**config.mk**
```make
export PLATFORM = sky130hd
export DESIGN_NAME = alu_ctrl_gen
export DESIGN_NICKNAME = d
export VERILOG_FILES = /design/src/rtl/alu_ctrl_gen.sv
export SDC_FILE = /design/constraint.sdc
export NUM_CORES = 1
export LEC_CHECK = 0
export CELL_PAD_IN_SITES_DETAIL_PLACEMENT = 0
export CELL_PAD_IN_SITES_GLOBAL_PLACEMENT = 2
export CORE_MARGIN = 3
export CORE_UTILIZATION = 27
export DETAILED_ROUTE_END_ITERATION = 10
export GPL_TIMING_DRIVEN = 0
export PLACE_DENSITY_LB_ADDON = 0.1
export SETUP_SLACK_MARGIN = 0.02
export SLEW_MARGIN = 5
export SYNTH_ARGS = -nofsm -noshare
export SYNTH_HDL_FRONTEND = slang
export SYNTH_SLANG_ARGS = --single-unit
```
**constraint.sdc**
```tcl
create_clock -name clk -period 0.8 [get_ports clk]
set_input_delay 0.16 -clock clk [delete_from_list [all_inputs] [get_ports clk]]
set_output_delay 0.16 -clock clk [all_outputs]
set_load 0.01 [all_outputs]
```
**src/rtl/alu_ctrl_gen.sv**
```systemverilog
// -----------------------------------------------------------------------------
// alu_ctrl_gen
// ID-stage ALU control and immediate generator for an RV32I pipeline. Decodes
// the ID instruction into an ALU opcode, operand selects and a sign-extended
// immediate, and registers them into the ID/EX slot.
//
// Ports
//   clk                  : clock, rising edge
//   rst_n                : asynchronous active-low reset
//   instr_ID_i           : instruction word in ID
//   valid_ID_i           : instr_ID_i is live
//   stall_i              : hold the ID/EX slot
//   flush_i              : load a bubble into the ID/EX slot (beats stall)
//   alu_ctrl_ID_EX_o     : ALU opcode (0 add,1 sub,2 sll,3 slt,4 sltu,
//                          5 xor,6 srl,7 sra,8 or,9 and)
//   alu_src_imm_ID_EX_o  : operand 2 is the immediate
//   alu_src_pc_ID_EX_o   : operand 1 is the PC
//   alu_zero_rs1_ID_EX_o : operand 1 forced to zero (LUI)
//   imm_ID_EX_o          : sign-extended immediate
//   valid_ID_EX_o        : ID/EX slot is live
//   illegal_ID_EX_o      : illegal encoding flag (only with the macro below)
//
// Build option
//   ILLEGAL_INSN_DETECT_EN : when defined, illegal encodings enter the slot
//   as valid instructions flagged on illegal_ID_EX_o; when undefined, they
//   are squashed to a bubble and the port does not exist.
// -----------------------------------------------------------------------------
module alu_ctrl_gen #(
    parameter int DATA_WIDTH = 32
) (
    input  logic                  clk,
    input  logic                  rst_n,
    input  logic [31:0]           instr_ID_i,
    input  logic                  valid_ID_i,
    input  logic                  stall_i,
    input  logic                  flush_i,
    output logic [3:0]            alu_ctrl_ID_EX_o,
    output logic                  alu_src_imm_ID_EX_o,
    output logic                  alu_src_pc_ID_EX_o,
    output logic                  alu_zero_rs1_ID_EX_o,
    output logic [DATA_WIDTH-1:0] imm_ID_EX_o,
    output logic                  valid_ID_EX_o
`ifdef ILLEGAL_INSN_DETECT_EN
    ,
    output logic                  illegal_ID_EX_o
`endif
);

    localparam logic [3:0] ALU_ADD  = 4'd0;
    localparam logic [3:0] ALU_SUB  = 4'd1;
    localparam logic [3:0] ALU_SLL  = 4'd2;
    localparam logic [3:0] ALU_SLT  = 4'd3;
    localparam logic [3:0] ALU_SLTU = 4'd4;
    localparam logic [3:0] ALU_XOR  = 4'd5;
    localparam logic [3:0] ALU_SRL  = 4'd6;
    localparam logic [3:0] ALU_SRA  = 4'd7;
    localparam logic [3:0] ALU_OR   = 4'd8;
    localparam logic [3:0] ALU_AND  = 4'd9;

    localparam logic [6:0] OPC_LOAD   = 7'b0000011;
    localparam logic [6:0] OPC_STORE  = 7'b0100011;
    localparam logic [6:0] OPC_BRANCH = 7'b1100011;
    localparam logic [6:0] OPC_JALR   = 7'b1100111;
    localparam logic [6:0] OPC_JAL    = 7'b1101111;
    localparam logic [6:0] OPC_AUIPC  = 7'b0010111;
    localparam logic [6:0] OPC_LUI    = 7'b0110111;
    localparam logic [6:0] OPC_OP     = 7'b0110011;
    localparam logic [6:0] OPC_OPIMM  = 7'b0010011;

    localparam logic [6:0] F7_ZERO = 7'b0000000;
    localparam logic [6:0] F7_ALT  = 7'b0100000;

    // Plain funct3 -> opcode map; the funct7[5] variants are handled by callers.
    function automatic logic [3:0] base_op(input logic [2:0] f3);
        case (f3)
            3'b000:  base_op = ALU_ADD;
            3'b001:  base_op = ALU_SLL;
            3'b010:  base_op = ALU_SLT;
            3'b011:  base_op = ALU_SLTU;
            3'b100:  base_op = ALU_XOR;
            3'b101:  base_op = ALU_SRL;
            3'b110:  base_op = ALU_OR;
            default: base_op = ALU_AND;
        endcase
    endfunction

    logic [6:0]  opcode;
    logic [2:0]  funct3;
    logic [6:0]  funct7;
    logic [31:0] imm_i, imm_s, imm_b, imm_u, imm_j, imm_shamt;

    assign opcode = instr_ID_i[6:0];
    assign funct3 = instr_ID_i[14:12];
    assign funct7 = instr_ID_i[31:25];

    assign imm_i     = {{20{instr_ID_i[31]}}, instr_ID_i[31:20]};
    assign imm_s     = {{20{instr_ID_i[31]}}, instr_ID_i[31:25], instr_ID_i[11:7]};
    assign imm_b     = {{19{instr_ID_i[31]}}, instr_ID_i[31], instr_ID_i[7],
                        instr_ID_i[30:25], instr_ID_i[11:8], 1'b0};
    assign imm_u     = {instr_ID_i[31:12], 12'b0};
    assign imm_j     = {{11{instr_ID_i[31]}}, instr_ID_i[31], instr_ID_i[19:12],
                        instr_ID_i[20], instr_ID_i[30:21], 1'b0};
    assign imm_shamt = {27'b0, instr_ID_i[24:20]};

    logic [3:0]            dec_ctrl;
    logic                  dec_imm;
    logic                  dec_pc;
    logic                  dec_zero;
    logic [31:0]           dec_imm32;
    logic                  dec_legal;
    logic [DATA_WIDTH-1:0] dec_imm_ext;

    always_comb begin
        dec_ctrl  = ALU_ADD;
        dec_imm   = 1'b0;
        dec_pc    = 1'b0;
        dec_zero  = 1'b0;
        dec_imm32 = 32'b0;
        dec_legal = 1'b1;
        case (opcode)
            OPC_OP: begin
                if (funct7 == F7_ZERO) begin
                    dec_ctrl = base_op(funct3);
                end else if (funct7 == F7_ALT && funct3 == 3'b000) begin
                    dec_ctrl = ALU_SUB;
                end else if (funct7 == F7_ALT && funct3 == 3'b101) begin
                    dec_ctrl = ALU_SRA;
                end else begin
                    dec_legal = 1'b0;
                end
            end
            OPC_OPIMM: begin
                dec_imm = 1'b1;
                if (funct3 == 3'b001) begin
                    dec_ctrl  = ALU_SLL;
                    dec_imm32 = imm_shamt;
                    dec_legal = (funct7 == F7_ZERO);
                end else if (funct3 == 3'b101) begin
                    dec_ctrl  = (funct7 == F7_ALT) ? ALU_SRA : ALU_SRL;
                    dec_imm32 = imm_shamt;
                    dec_legal = (funct7 == F7_ZERO) || (funct7 == F7_ALT);
                end else begin
                    dec_ctrl  = base_op(funct3);
                    dec_imm32 = imm_i;
                end
            end
            OPC_LOAD, OPC_JALR: begin
                dec_imm   = 1'b1;
                dec_imm32 = imm_i;
            end
            OPC_STORE: begin
                dec_imm   = 1'b1;
                dec_imm32 = imm_s;
            end
            OPC_JAL: begin
                dec_imm   = 1'b1;
                dec_pc    = 1'b1;
                dec_imm32 = imm_j;
            end
            OPC_AUIPC: begin
                dec_imm   = 1'b1;
                dec_pc    = 1'b1;
                dec_imm32 = imm_u;
            end
            OPC_LUI: begin
                dec_imm   = 1'b1;
                dec_zero  = 1'b1;
                dec_imm32 = imm_u;
            end
            OPC_BRANCH: begin
                dec_imm32 = imm_b;
                case (funct3)
                    3'b100, 3'b101: dec_ctrl = ALU_SLT;
                    3'b110, 3'b111: dec_ctrl = ALU_SLTU;
                    default:        dec_ctrl = ALU_SUB;
                endcase
            end
            default: dec_legal = 1'b0;
        endcase
    end

    assign dec_imm_ext = DATA_WIDTH'($signed(dec_imm32));

    always_ff @(posedge clk or negedge rst_n) begin
        if (!rst_n) begin
            alu_ctrl_ID_EX_o     <= '0;
            alu_src_imm_ID_EX_o  <= 1'b0;
            alu_src_pc_ID_EX_o   <= 1'b0;
            alu_zero_rs1_ID_EX_o <= 1'b0;
            imm_ID_EX_o          <= '0;
            valid_ID_EX_o        <= 1'b0;
`ifdef ILLEGAL_INSN_DETECT_EN
            illegal_ID_EX_o      <= 1'b0;
`endif
        end else if (flush_i || (!stall_i && !valid_ID_i)) begin
            alu_ctrl_ID_EX_o     <= '0;
            alu_src_imm_ID_EX_o  <= 1'b0;
            alu_src_pc_ID_EX_o   <= 1'b0;
            alu_zero_rs1_ID_EX_o <= 1'b0;
            imm_ID_EX_o          <= '0;
            valid_ID_EX_o        <= 1'b0;
`ifdef ILLEGAL_INSN_DETECT_EN
            illegal_ID_EX_o      <= 1'b0;
`endif
        end else if (!stall_i) begin
            if (dec_legal) begin
                alu_ctrl_ID_EX_o     <= dec_ctrl;
                alu_src_imm_ID_EX_o  <= dec_imm;
                alu_src_pc_ID_EX_o   <= dec_pc;
                alu_zero_rs1_ID_EX_o <= dec_zero;
                imm_ID_EX_o          <= dec_imm_ext;
                valid_ID_EX_o        <= 1'b1;
`ifdef ILLEGAL_INSN_DETECT_EN
                illegal_ID_EX_o      <= 1'b0;
`endif
            end else begin
                // Illegal encodings carry no operation: everything but the
                // slot valid (and flag, when detection is built in) is zero.
                alu_ctrl_ID_EX_o     <= '0;
                alu_src_imm_ID_EX_o  <= 1'b0;
                alu_src_pc_ID_EX_o   <= 1'b0;
                alu_zero_rs1_ID_EX_o <= 1'b0;
                imm_ID_EX_o          <= '0;
`ifdef ILLEGAL_INSN_DETECT_EN
                valid_ID_EX_o        <= 1'b1;
                illegal_ID_EX_o      <= 1'b1;
`else
                valid_ID_EX_o        <= 1'b0;
`endif
            end
        end
    end

endmodule

```
==> impl_metrics.tcl, run 1 <==
set metrics [dict create \
    status "complete, but fails checks" \
    violations "negative setup slack" \
    die_h_microns 99.66 \
    tightestPinTransition_ns 0.5443 \
    ys_warn_count 0 \
    cp_cell_sequence "buf_6 > or4_4 > buf_4 > o41a_1 > o32ai_2 > a21oi_1 > o21ai_2" \
    synth_top_cell_area_share 0.4226 \
    worstHoldEndpoint "imm_ID_EX_o[5]" \
    htreeDepth 2 \
    initial_core_util 0.2826 \
    synthToLayoutAreaGrowth_pct 61.33 \
    min_from "instr_ID_i[25]" \
    fin_skew_ns 0 \
    die_w_microns 99.66 \
    overflow 0 \
    yosysMostFrequentCell "nand2_1" \
    coreArea_sq_mm 0.008382 \
    syn_area_sq_mm 0.002369 \
    synthTopCellsByCount "nand2_1 (45), dfrtp_1 (40), o21ai_2 (29)" \
    slew_violations 0 \
    finalCritPeriodShare 2.010 \
    dp_cells 425 \
    insertion_delay_ns 0.29 \
    setup_violations 80 \
    antenna_cells 0 \
    place_congestion 0.8068 \
    num_rows 33 \
    via_per_inst 4.925 \
    rsz0062_at_grt "true" \
    timing.rr.end "imm_ID_EX_o[6]" \
    die_area_sq_mm 0.009932 \
    worst_hold_slack_ns 0.1059 \
    arrival_ns 1.84 \
    synthTopCellsByArea "dfrtp_1 (42%), o21ai_2 (11%), nand2_1 (7.1%)" \
    clk_pin_slew_ns 0.09 \
    clkSinkCount 40 \
    hp-class "in -> reg" \
    nNetsFinal 412 \
    critPathRequiredTime_ns 1.03 \
    slowest_delay_ns 0.56 \
    timing.max_cap.violations 0 \
    stdcell_count 481 \
    p_leak_uw 0.001780 \
    crit_family "compound AO/OA/AOI/OAI gates" \
    ys_seq_area_frac 0.4226 \
    synth_edf_count 0 \
    critPathKind "in -> reg" \
    grt_max_degree 35 \
    antenna_found_initial 0 \
    clk_path_buf_depth 2 \
    start_kind "input pin" \
    reg2reg_depth 3 \
    synth-seq-cells 40 \
    cp_slowest_cell "or4_4" \
    drive_gt1_frac 0.5027 \
    cts_root_buf "clkbuf_8" \
    rr_startpoint "imm_ID_EX_o[6]" \
    grt_pass1_vias 2305 \
    r2r_setup_slack_ns -0.16 \
    crit_buf_inv 2 \
    peakVddDrop_v 0.0006570 \
    synth_top_area_cell "dfrtp_1" \
    min_period_ns 1.608 \
    synth-main-ff-cell "dfrtp_1" \
    ios 77 \
    portBuffers 70 \
    fin_setup_tns_ns -34.07 \
    wl_per_cell_microns 17.02 \
    relSlewSlack 0.6371 \
    cts_tree "done" \
    drt_iter0_markers 71 \
    timing_hold_violations_final 0 \
    worst_slack_ns -0.8081 \
    pre_cts_ws_ns -1.489 \
    grt_first_pass_wirelength_microns 12620 \
    numCtsBuffers 5 \
    drt-pass1-iter-count 4 \
    hold_depth 2 \
    dp_hpwl_microns 5604 \
    cp-end-kind "register" \
    drc 0 \
    synth-async-reset-ratio 1.000 \
    synth_cell_type_count 47 \
    cp_max_fo 3 \
    ant_nets 0 \
    p_per_area_mw_per_mm2 1175 \
    fmax_ghz 0.6219 \
    synth_nets 286 \
    nFillCells 832 \
    synthCells 249 \
    syn_avg_cell_area_sq_um 9.512 \
    vias 2369 \
    drt-total-wl_microns 8186 \
    grtUsageTotal 0.1624 \
]
## sequential cells by signal, summed over array words and instances (netlist names)
name,cells
alu_src_imm_ID_EX_o,1
valid_ID_EX_o,1
alu_ctrl_ID_EX_o,4
alu_zero_rs1_ID_EX_o,1
imm_ID_EX_o,32
alu_src_pc_ID_EX_o,1
## per-layer routing
metal	routed length, microns	vias up	GRT usage
met5	0	-	0
met4	48	0	0.03782
met3	285	2	0.02314
met2	3945	51	0.2642
met1	3906	1166	0.2278
li1	-	1150	-
## power breakdown
group	total, uW	switching, uW	internal [uW]
Sequential	2020	1.24	2020
Combinational	729	391	339
Clock	1740	797	941
## worst max path at each step
stage	startpoint	to	slack, ns	depth (start not counted)
after global placement	rst_n	imm_ID_EX_o[19]	-1.61	1
after CTS	instr_ID_i[28]	alu_src_imm_ID_EX_o	-0.90	8
final	instr_ID_i[25]	alu_ctrl_ID_EX_o[1]	-0.81	7
after detailed placement	instr_ID_i[26]	alu_ctrl_ID_EX_o[2]	-1.49	6
after global routing	instr_ID_i[25]	alu_ctrl_ID_EX_o[1]	-0.84	7
after floorplan	instr_ID_i[26]	alu_ctrl_ID_EX_o[0]	-0.82	6
## kinds of logic (layout without fill, tap and decap cells)
group / after synthesis / in the layout / synth area share
compound gates: 96 / 97 / 0.3027
simple gates: 86 / 86 / 0.1854
flops: 40 / 40 / 0.4226
buf+inv: 25 / 151 / 0.08188
xor+xnor: 2 / 2 / 0.007397
## area by class of cell
| cell class | instances | area (sq um) | share of cell area |
|---|---|---|---|
| multi-input combinational | 185 | 1371 | 0.3589 |
| sequential | 40 | 1001 | 0.2620 |
| timing repair buffer | 119 | 978.4 | 0.2561 |
| buffer | 20 | 209.0 | 0.05468 |
| tap | 105 | 131.4 | 0.03438 |
| clock buffer | 5 | 68.82 | 0.01801 |
| clock inverter | 3 | 46.29 | 0.01212 |
| inverter | 4 | 15.01 | 0.003929 |
## repair_timing
item,4_1_cts,5_1_grt
setup endpoints to repair,80,80
pin swaps,35,24
hold buffers,1,0
setup buffers,32,17
hold endpoints to repair,40,0
resized for setup,260,13
gates cloned,2,2
## metrics by stage
| stage | utilization | cell area (sq um) | power [uW] |
|---|---|---|---|
| floorplan | - | 2424 | 2380 |
| detailed placement | 0.3902 | 3271 | 2704 |
| finish | 0.4559 | 3821 | 4491 |
| CTS | 0.4434 | 3716 | 4534 |
| global route | 0.4559 | 3821 | 4680 |
| global placement | 0.3884 | 3256 | 2701 |
## cells in the final DEF, fill, tap and decap left out, drive strengths merged, types with 5 or more instances in the layout
cell type | netlist | routed
a22oi | 6 | 6
buf | 13 | 109
clkbuf | 3 | 9
o21ai | 38 | 38
dfrtp | 40 | 40
nor2 | 6 | 6
nand2 | 45 | 45
a21oi | 27 | 27
clkdlybuf4s50 | 0 | 18
a22o | 6 | 6
inv | 4 | 5
No activity file was read; power rests on OpenSTA's default activity.
==> run 2: changes to the inputs <==
Settings changed: CTS_CLUSTER_SIZE set to 25.
==> results of run 2 <==
Final layout, timing and power as in run 1 (identical DEF).
